File: src/rtl/pito_imem_loader.sv
// pito_imem_loader: frames a byte stream as [N][N words][XOR checksum] and
// writes the payload into the core's instruction memory. The core stays in
// program mode until the image is loaded and the checksum matches.
module pito_imem_loader #(
  parameter int unsigned IMEM_DEPTH  = 8192,
  parameter int unsigned IMEM_ADDR_W = 32
) (
  input  logic                   rv32_io_clk,
  input  logic                   rv32_io_rst,
  input  logic                   ldr_start,
  input  logic                   ldr_byte_valid,
  input  logic [7:0]             ldr_byte_data,
  output logic                   ldr_byte_ready,
  output logic                   imem_w_en,
  output logic [IMEM_ADDR_W-1:0] imem_addr,
  output logic [31:0]            imem_data,
  output logic                   rv32_io_program,
  output logic                   ldr_busy,
  output logic                   ldr_done,
  output logic [1:0]             ldr_err
);

  typedef enum logic [2:0] {
    S_IDLE, S_HDR, S_LOAD, S_CSUM, S_DONE, S_ERR
  } state_t;

  state_t      state, state_nxt;
  logic [1:0]  byte_idx;   // position of the next byte inside the word
  logic [23:0] asm_q;      // first three bytes of the word being assembled
  logic [31:0] word_n;     // payload length latched from the header
  logic [31:0] word_idx;   // index of the next payload word
  logic [31:0] csum;       // running XOR of payload words

  logic        start_ok;
  logic        xfer;
  logic        word_done;
  logic [31:0] word;

  // A start is honoured only when no load is in flight.
  assign start_ok  = ldr_start && (state inside {S_IDLE, S_DONE, S_ERR});
  assign ldr_byte_ready = (state inside {S_HDR, S_LOAD, S_CSUM});
  assign xfer      = ldr_byte_valid && ldr_byte_ready;
  assign word_done = xfer && (byte_idx == 2'd3);
  // The 4th byte completes the word directly from the input, so the write
  // strobe can be registered in the same cycle the byte arrives.
  assign word      = {ldr_byte_data, asm_q};

  assign ldr_busy        = ldr_byte_ready;
  // ERR keeps the core parked so a partial image never runs.
  assign rv32_io_program = ldr_busy || (state == S_ERR);
  assign ldr_done        = (state == S_DONE);

  // State register.
  always_ff @(posedge rv32_io_clk) begin
    // NOTE: sequential state uses non-blocking assignments so every register
    // samples pre-edge values regardless of statement order.
    if (rv32_io_rst) state <= S_IDLE;
    else             state <= state_nxt;
  end

  // Next-state logic driven by start pulses and completed words.
  always_comb begin
    // NOTE: the default assignment up front keeps every path assigned, so no
    // latch is inferred for state_nxt.
    state_nxt = state;
    unique case (state)
      S_IDLE, S_DONE, S_ERR: if (start_ok) state_nxt = S_HDR;
      S_HDR: begin
        if (word_done) begin
          if (word > 32'(IMEM_DEPTH)) state_nxt = S_ERR;
          else if (word == 32'd0)     state_nxt = S_CSUM;
          else                        state_nxt = S_LOAD;
        end
      end
      S_LOAD: if (word_done && (word_idx == word_n - 32'd1)) state_nxt = S_CSUM;
      S_CSUM: if (word_done) state_nxt = (word == csum) ? S_DONE : S_ERR;
      default: state_nxt = S_IDLE;
    endcase
  end

  // Byte assembly, header latch, imem write port, checksum and error code.
  always_ff @(posedge rv32_io_clk) begin
    if (rv32_io_rst) begin
      byte_idx  <= '0;
      asm_q     <= '0;
      word_n    <= '0;
      word_idx  <= '0;
      csum      <= '0;
      imem_w_en <= 1'b0;
      imem_addr <= '0;
      imem_data <= '0;
      ldr_err   <= 2'd0;
    end else begin
      imem_w_en <= 1'b0;
      if (start_ok) begin
        byte_idx <= '0;
        asm_q    <= '0;
        word_n   <= '0;
        word_idx <= '0;
        csum     <= '0;
        ldr_err  <= 2'd0;
      end else if (xfer) begin
        byte_idx <= byte_idx + 2'd1;
        case (byte_idx)
          2'd0:    asm_q[7:0]   <= ldr_byte_data;
          2'd1:    asm_q[15:8]  <= ldr_byte_data;
          2'd2:    asm_q[23:16] <= ldr_byte_data;
          default: asm_q        <= asm_q;
        endcase
        if (word_done) begin
          unique case (state)
            S_HDR: begin
              word_n <= word;
              if (word > 32'(IMEM_DEPTH)) ldr_err <= 2'd1;
            end
            S_LOAD: begin
              imem_w_en <= 1'b1;
              imem_addr <= IMEM_ADDR_W'(word_idx);
              imem_data <= word;
              csum      <= csum ^ word;
              word_idx  <= word_idx + 32'd1;
            end
            S_CSUM: if (word != csum) ldr_err <= 2'd2;
            default: ;
          endcase
        end
      end
    end
  end

endmodule

File: config.mk
export PLATFORM = sky130hd
export DESIGN_NAME = pito_imem_loader
export DESIGN_NICKNAME = d
export VERILOG_FILES = /design/src/rtl/pito_imem_loader.sv
export SDC_FILE = /design/constraint.sdc
export NUM_CORES = 1
export LEC_CHECK = 0
export CAP_MARGIN = 15
export CORE_UTILIZATION = 55
export CTS_CLUSTER_DIAMETER = 30
export DETAILED_ROUTE_END_ITERATION = 8
export GPL_TIMING_DRIVEN = 0
export PLACE_DENSITY = 0.84
export SETUP_SLACK_MARGIN = 0.02
export SYNTH_ARGS = -nofsm -noshare
export SYNTH_HDL_FRONTEND = slang
export SYNTH_SLANG_ARGS = --single-unit
File: constraint.sdc
create_clock -name rv32_io_clk -period 4.4 [get_ports rv32_io_clk]
set_clock_uncertainty 0.15 [all_clocks]
set_input_delay 0.44 -clock rv32_io_clk [delete_from_list [all_inputs] [get_ports rv32_io_clk]]
set_output_delay 0.44 -clock rv32_io_clk [all_outputs]
set_load 0.05 [all_outputs]
# ---- Word level (Yosys, flattened, before mapping)
# Cells that the tools add are included.
dict set report word_totals {
  regBits 192
  in_bits 12
}
dict set report classes {
  add_sub_neg 3
  magnitude_cmp 1
  eq_ne 17
  mux 12
  bitwise_logic 4
  reduce_logical 22
}
# op n
set op_table {}
lappend op_table {{$eq 32x32->1} 2}
lappend op_table {{$add 32x1->32 const B} 1}
lappend op_table {{$gt 32x14->1 const B} 1}
lappend op_table {{$logic_not 32->1} 1}
lappend op_table {{$ne 32x32->1} 1}
lappend op_table {{$sub 32x1->32 const B} 1}
lappend op_table {{$xor 32x32->32} 1}
lappend op_table {{$mux 3} 5}
lappend op_table {{$pmux 3 s4} 1}
lappend op_table {{$reduce_and 4->1} 2}
lappend op_table {{$eq 3x2->1 const B} 2}
lappend op_table {{$eq 3x3->1 const B} 2}
lappend op_table {{$ne 2x1->1 const B} 3}
lappend op_table {{$ne 2x2->1 const B} 3}
lappend op_table {{$reduce_and 2->1} 3}
lappend op_table {{$reduce_and 3->1} 2}
lappend op_table {{$reduce_bool 3->1} 2}
lappend op_table {{$reduce_and 5->1} 1}
lappend op_table {{$eq 2x2->1 const B} 2}
lappend op_table {{$logic_and 1x1->1} 4}
lappend op_table {{$mux 2} 2}
lappend op_table {{$pmux 2 s2} 1}
lappend op_table {{$reduce_or 4->1} 1}
lappend op_table {{$eq 3x1->1 const B} 1}
lappend op_table {{10 further kinds} 14}

# ---- Longest topological paths before layout
dict set report logic_depth {
  word_depth 7
  ltp_mapped 11
  depth_no_buf 10
}

# ---- Worst setup path after synthesis
# No wires, ideal clock.
dict set report synth_timing {
  kind {register to register}
  startpoint {register word_n[4]}
  endpoint {register state[0]}
  setup_ps 79
  arrival_time_ps 2943
  t_required_ps 4171
  setup_slack_ps 1228
  stages_incl_launch_ff 12
  synth_period_minus_slack_ps 3172
  path_cell_list {dfxtp_1 -> buf_6 -> or4_4 -> buf_6 -> or4_4 -> buf_6 -> nor3_1 -> mux2i_1 -> a21oi_1 -> and4bb_2 -> a21bo_2 -> a211oi_2}
}
dict set report synth_between {
  elab_chain_len 5
}
# item line
set synth_rtl {}
lappend synth_rtl {{start: declaration} 30} ;# logic [31:0] word_n;
lappend synth_rtl {{start signal: assignment} 113} ;# word_n <= word;
lappend synth_rtl {{$sub 32x1->32} 75} ;# S_LOAD: if (word_done && (word_idx == word_n - 32'd1)) state_nxt = S_CSUM;
lappend synth_rtl {{$eq 32x32->1} 75}
lappend synth_rtl {{$logic_and 1x1->1} 75}
lappend synth_rtl {{$ne 2x1->1 (no source line)} n/a}
lappend synth_rtl {{$reduce_and 4->1 (no source line)} n/a}
lappend synth_rtl {{end signal: assignment} 58} ;# else state <= state_nxt;
lappend synth_rtl {{end: declaration} 27} ;# state_t state, state_nxt;
# Every way passes these cells.
# A chain may end at the register's enable or synchronous reset.

# ---- Worst setup path in the final report
dict set report layout_timing {
  startpoint {register byte_idx[0]}
  endpoint {register word_idx[29]}
}
dict set report layout_between {
  elab_chain_len 3
}
# item line
set layout_rtl {}
lappend layout_rtl {{start: declaration} 28} ;# logic [1:0] byte_idx;
lappend layout_rtl {{start signal: assignment} 103} ;# byte_idx <= byte_idx + 2'd1;
lappend layout_rtl {{$eq 2x2->1} 43} ;# assign word_done = xfer && (byte_idx == 2'd3);
lappend layout_rtl {{$logic_and 1x1->1} 43}
lappend layout_rtl {{$reduce_and 3->1 (no source line)} n/a}
lappend layout_rtl {{end signal: assignment} 121} ;# word_idx <= word_idx + 32'd1;
lappend layout_rtl {{end: declaration} 31} ;# logic [31:0] word_idx;
# Every way passes these cells.

==> metrics.txt <==
outcome complete, no violations; sequential fraction of the synthesis area 44.0%; # fillers 1313; EDFF count, synth 0; H-tree level count 4; Final min period 3.83 ns; CP arrival 4.04 ns; TritonCTS clock tree built; syn nets 1109; uppermost layer routed met4; Syn Area/Cell 8.01 sq um; crit start category flop; final setup TNS 0 ns; gr usage total 29.7%; Clock Latency Late Sink 0.45 ns; CP top delay family simple AND/OR/NAND/NOR gates; vias post-DR 7876; WL/cell 16.7 um; area delta synth->final 18.3%; Clock Sinks 192; routed wire length on met3 1280 um; Rel. slew slack 31.3%; CP bufs+invs 0; DRC 0; row count 45; routability-driven placement congestion ratio 0.920; Post-CTS Resized 0; #FFs+latches synth 192; Die W 128 um; crit path max fanout 10; largest net degree at the start of global routing 19; static leakage 3.49 nW; yosys warns 0; vias in the first global route 7324; die area 0.0164 sq mm; top-area cell type share of the netlist area 44.0%; count of final max-slew check failures 0; GR Overflow Total 0; DR WL met2 10700 um; IO Count 83; Fmax 261 MHz; Die H 128 um; initial antenna violation count 0; Mapped Area 0.00874 sq mm; RSZ-0062 raised after global routing false; Syn Inst Count 1091; Max Cap Viol 0; CTS Buffer Depth 2; clock slew at reported path FFs 0.07 ns; final net count 1201; final wirelength 23400 um; Req. time, crit path 4.62 ns; slew of the pin with the lowest slew margin 1.02 ns; setup bufs post-CTS 0; CP Cell Sequence ha_1 > and2_1 > nand3_1 > nor2_1 > nand4_1 > nor4_1 > nand2_1 > or2_2 > a21oi_1; final worst-path cycle share 86.9%; largest area contributor in the netlist dfxtp_1; top_reg_cell synth dfxtp_1; top post-synthesis cells by area dfxtp_1, nand2_1, a21oi_1; Via density 5.60; 1st-iter DRT viols 564; Crit. End Element flop; # hold bufs at CTS 0; final-report hold violation count 0; Setup CP Type flop to flop; global-route wire length before repair 37000 um; dpl hpwl 17200 um; Core Box Area 0.0154 sq mm; placed insts 1375; met1 wire length 9920 um; Finished Layout Cells 1407; Port Buf Inserts 73; setup violators final 0; Slowest-stage cell, CP nor4_1; VDD IR max 0.289 mV; clk root buf clkbuf_16; CP peak stage delay 0.76 ns; async set-reset flop share out of synthesis 0%; CTS Buf Count 17; power per cell area 339 mW/mm^2; initial core utilization 56.8%; ant diodes 0; drt first pass iters 5; post-synth cell types 60; Post-DRT Antenna Nets 0; HP Class input port to flop; share of post-route cells with drive strength above 1 4.77%
[per-stage QoR]
step | power, mW | worst slack (ns) | util, % | hold WS, ns | area [sq um]
after detailed placement | 1.96 | 0.368 | 63.3 | 0.296 | 9730
after global placement | 1.96 | 0.402 | 63.3 | 0.293 | 9730
after global routing | 3.60 | 0.408 | 67.2 | 0.119 | 10300
after floorplan | 1.90 | 1.23 | - | 0.300 | 8740
final | 3.50 | 0.574 | 67.2 | 0.111 | 10300
after CTS | 3.50 | 0.726 | 67.2 | 0.115 | 10300
[where the power goes]
| part | switching, mW | internal, mW | leakage (nW) |
|---|---|---|---|
| logic | 0.125 | 0.0456 | 1.66 |
| clock network | 0.720 | 0.858 | 0.289 |
| registers | 0.00952 | 1.74 | 1.55 |
| total | 0.855 | 2.65 | 3.49 |
[cells in the final DEF (no fill, tap or decap), drive strengths merged, types with 3 or more instances in the layout]
cell type	n
a21oi	137
nand4	22
inv	20
a211oi	4
nor3b	4
nand2	245
dfxtp	192
mux2i	8
nor4	25
nor2	88
nor3	13
xor2	65
xnor2	62
and3	7
nor4b	4
buf	16
clkbuf	78
nand2b	3
clkinv	3
nand3	43
or3	12
and2	8
ha	6
or4	8
clkdlybuf4s50	73
o21ai	15
[cell families (layout without fill, tap and decap cells)]
family                   Yosys count  in the layout  synth area share (%)
flip-flops                       192            192                  44.0
buffers and inverters             90            195                  4.44
multiplexers                       9              9                  1.05
XOR/XNOR                         127            127                  12.7
AND/OR/NAND/NOR                  492            492                  26.0
AO/OA/AOI/OAI                    175            175                  10.9
adder cells (fa/ha/maj)            6              6                 0.859
[sequential cells by signal, summed over array words and instances (netlist names)]
register / count
asm_q: 24
byte_idx: 2
csum: 32
imem_addr: 32
imem_data: 32
imem_w_en: 1
ldr_err: 2
state: 3
word_idx: 32
word_n: 32
[path summary, 6_finish.rpt]
kind	slack, ns	from	cells after the start	to
worst max-delay path	0.57	byte_idx[0]$_SDFFE_PP0P_	9	word_idx[29]$_SDFFE_PP0P_
worst max register to register	0.57	byte_idx[0]$_SDFFE_PP0P_	9	word_idx[29]$_SDFFE_PP0P_
worst min register to register	0.30	imem_addr[10]$_SDFFE_PP0P_	2	imem_addr[10]$_SDFFE_PP0P_
worst min-delay path	0.11	rv32_io_rst	2	state[2]$_SDFFE_PP0P_
[synthesized netlist by cell type (6+ instances only)]
library cell and instances:
nand2_1 245, ha_1 6, a21oi_1 137, nor2_1 87, or3_1 12, and3_1 7
inv_1 13, xor2_1 65, o21ai_0 15, nor4_1 23, mux2i_1 8, xnor2_1 62
and2_1 8, nand4_1 22, clkbuf_1 58, dfxtp_1 192, buf_1 9, nand3_1 43
nor3_1 12
[final cells by class]
class	instances	area (sq um)	area share [%]
buffer	77	339	3.28
clock buffer	18	429	4.15
clock inverter	14	171	1.66
inverter	13	48.8	0.472
multi-input combinational	809	4510	43.6
sequential	192	3840	37.2
tap	211	264	2.56
timing repair buffer	73	731	7.07
[per-layer routing]
layer	GRT usage (%)	up-vias
li1	-	3843
met4	20.2	0
met5	0	-
met3	5.13	94
met1	36.6	3668
met2	47.7	271
Note: power is estimated with default switching activity, not from simulation.
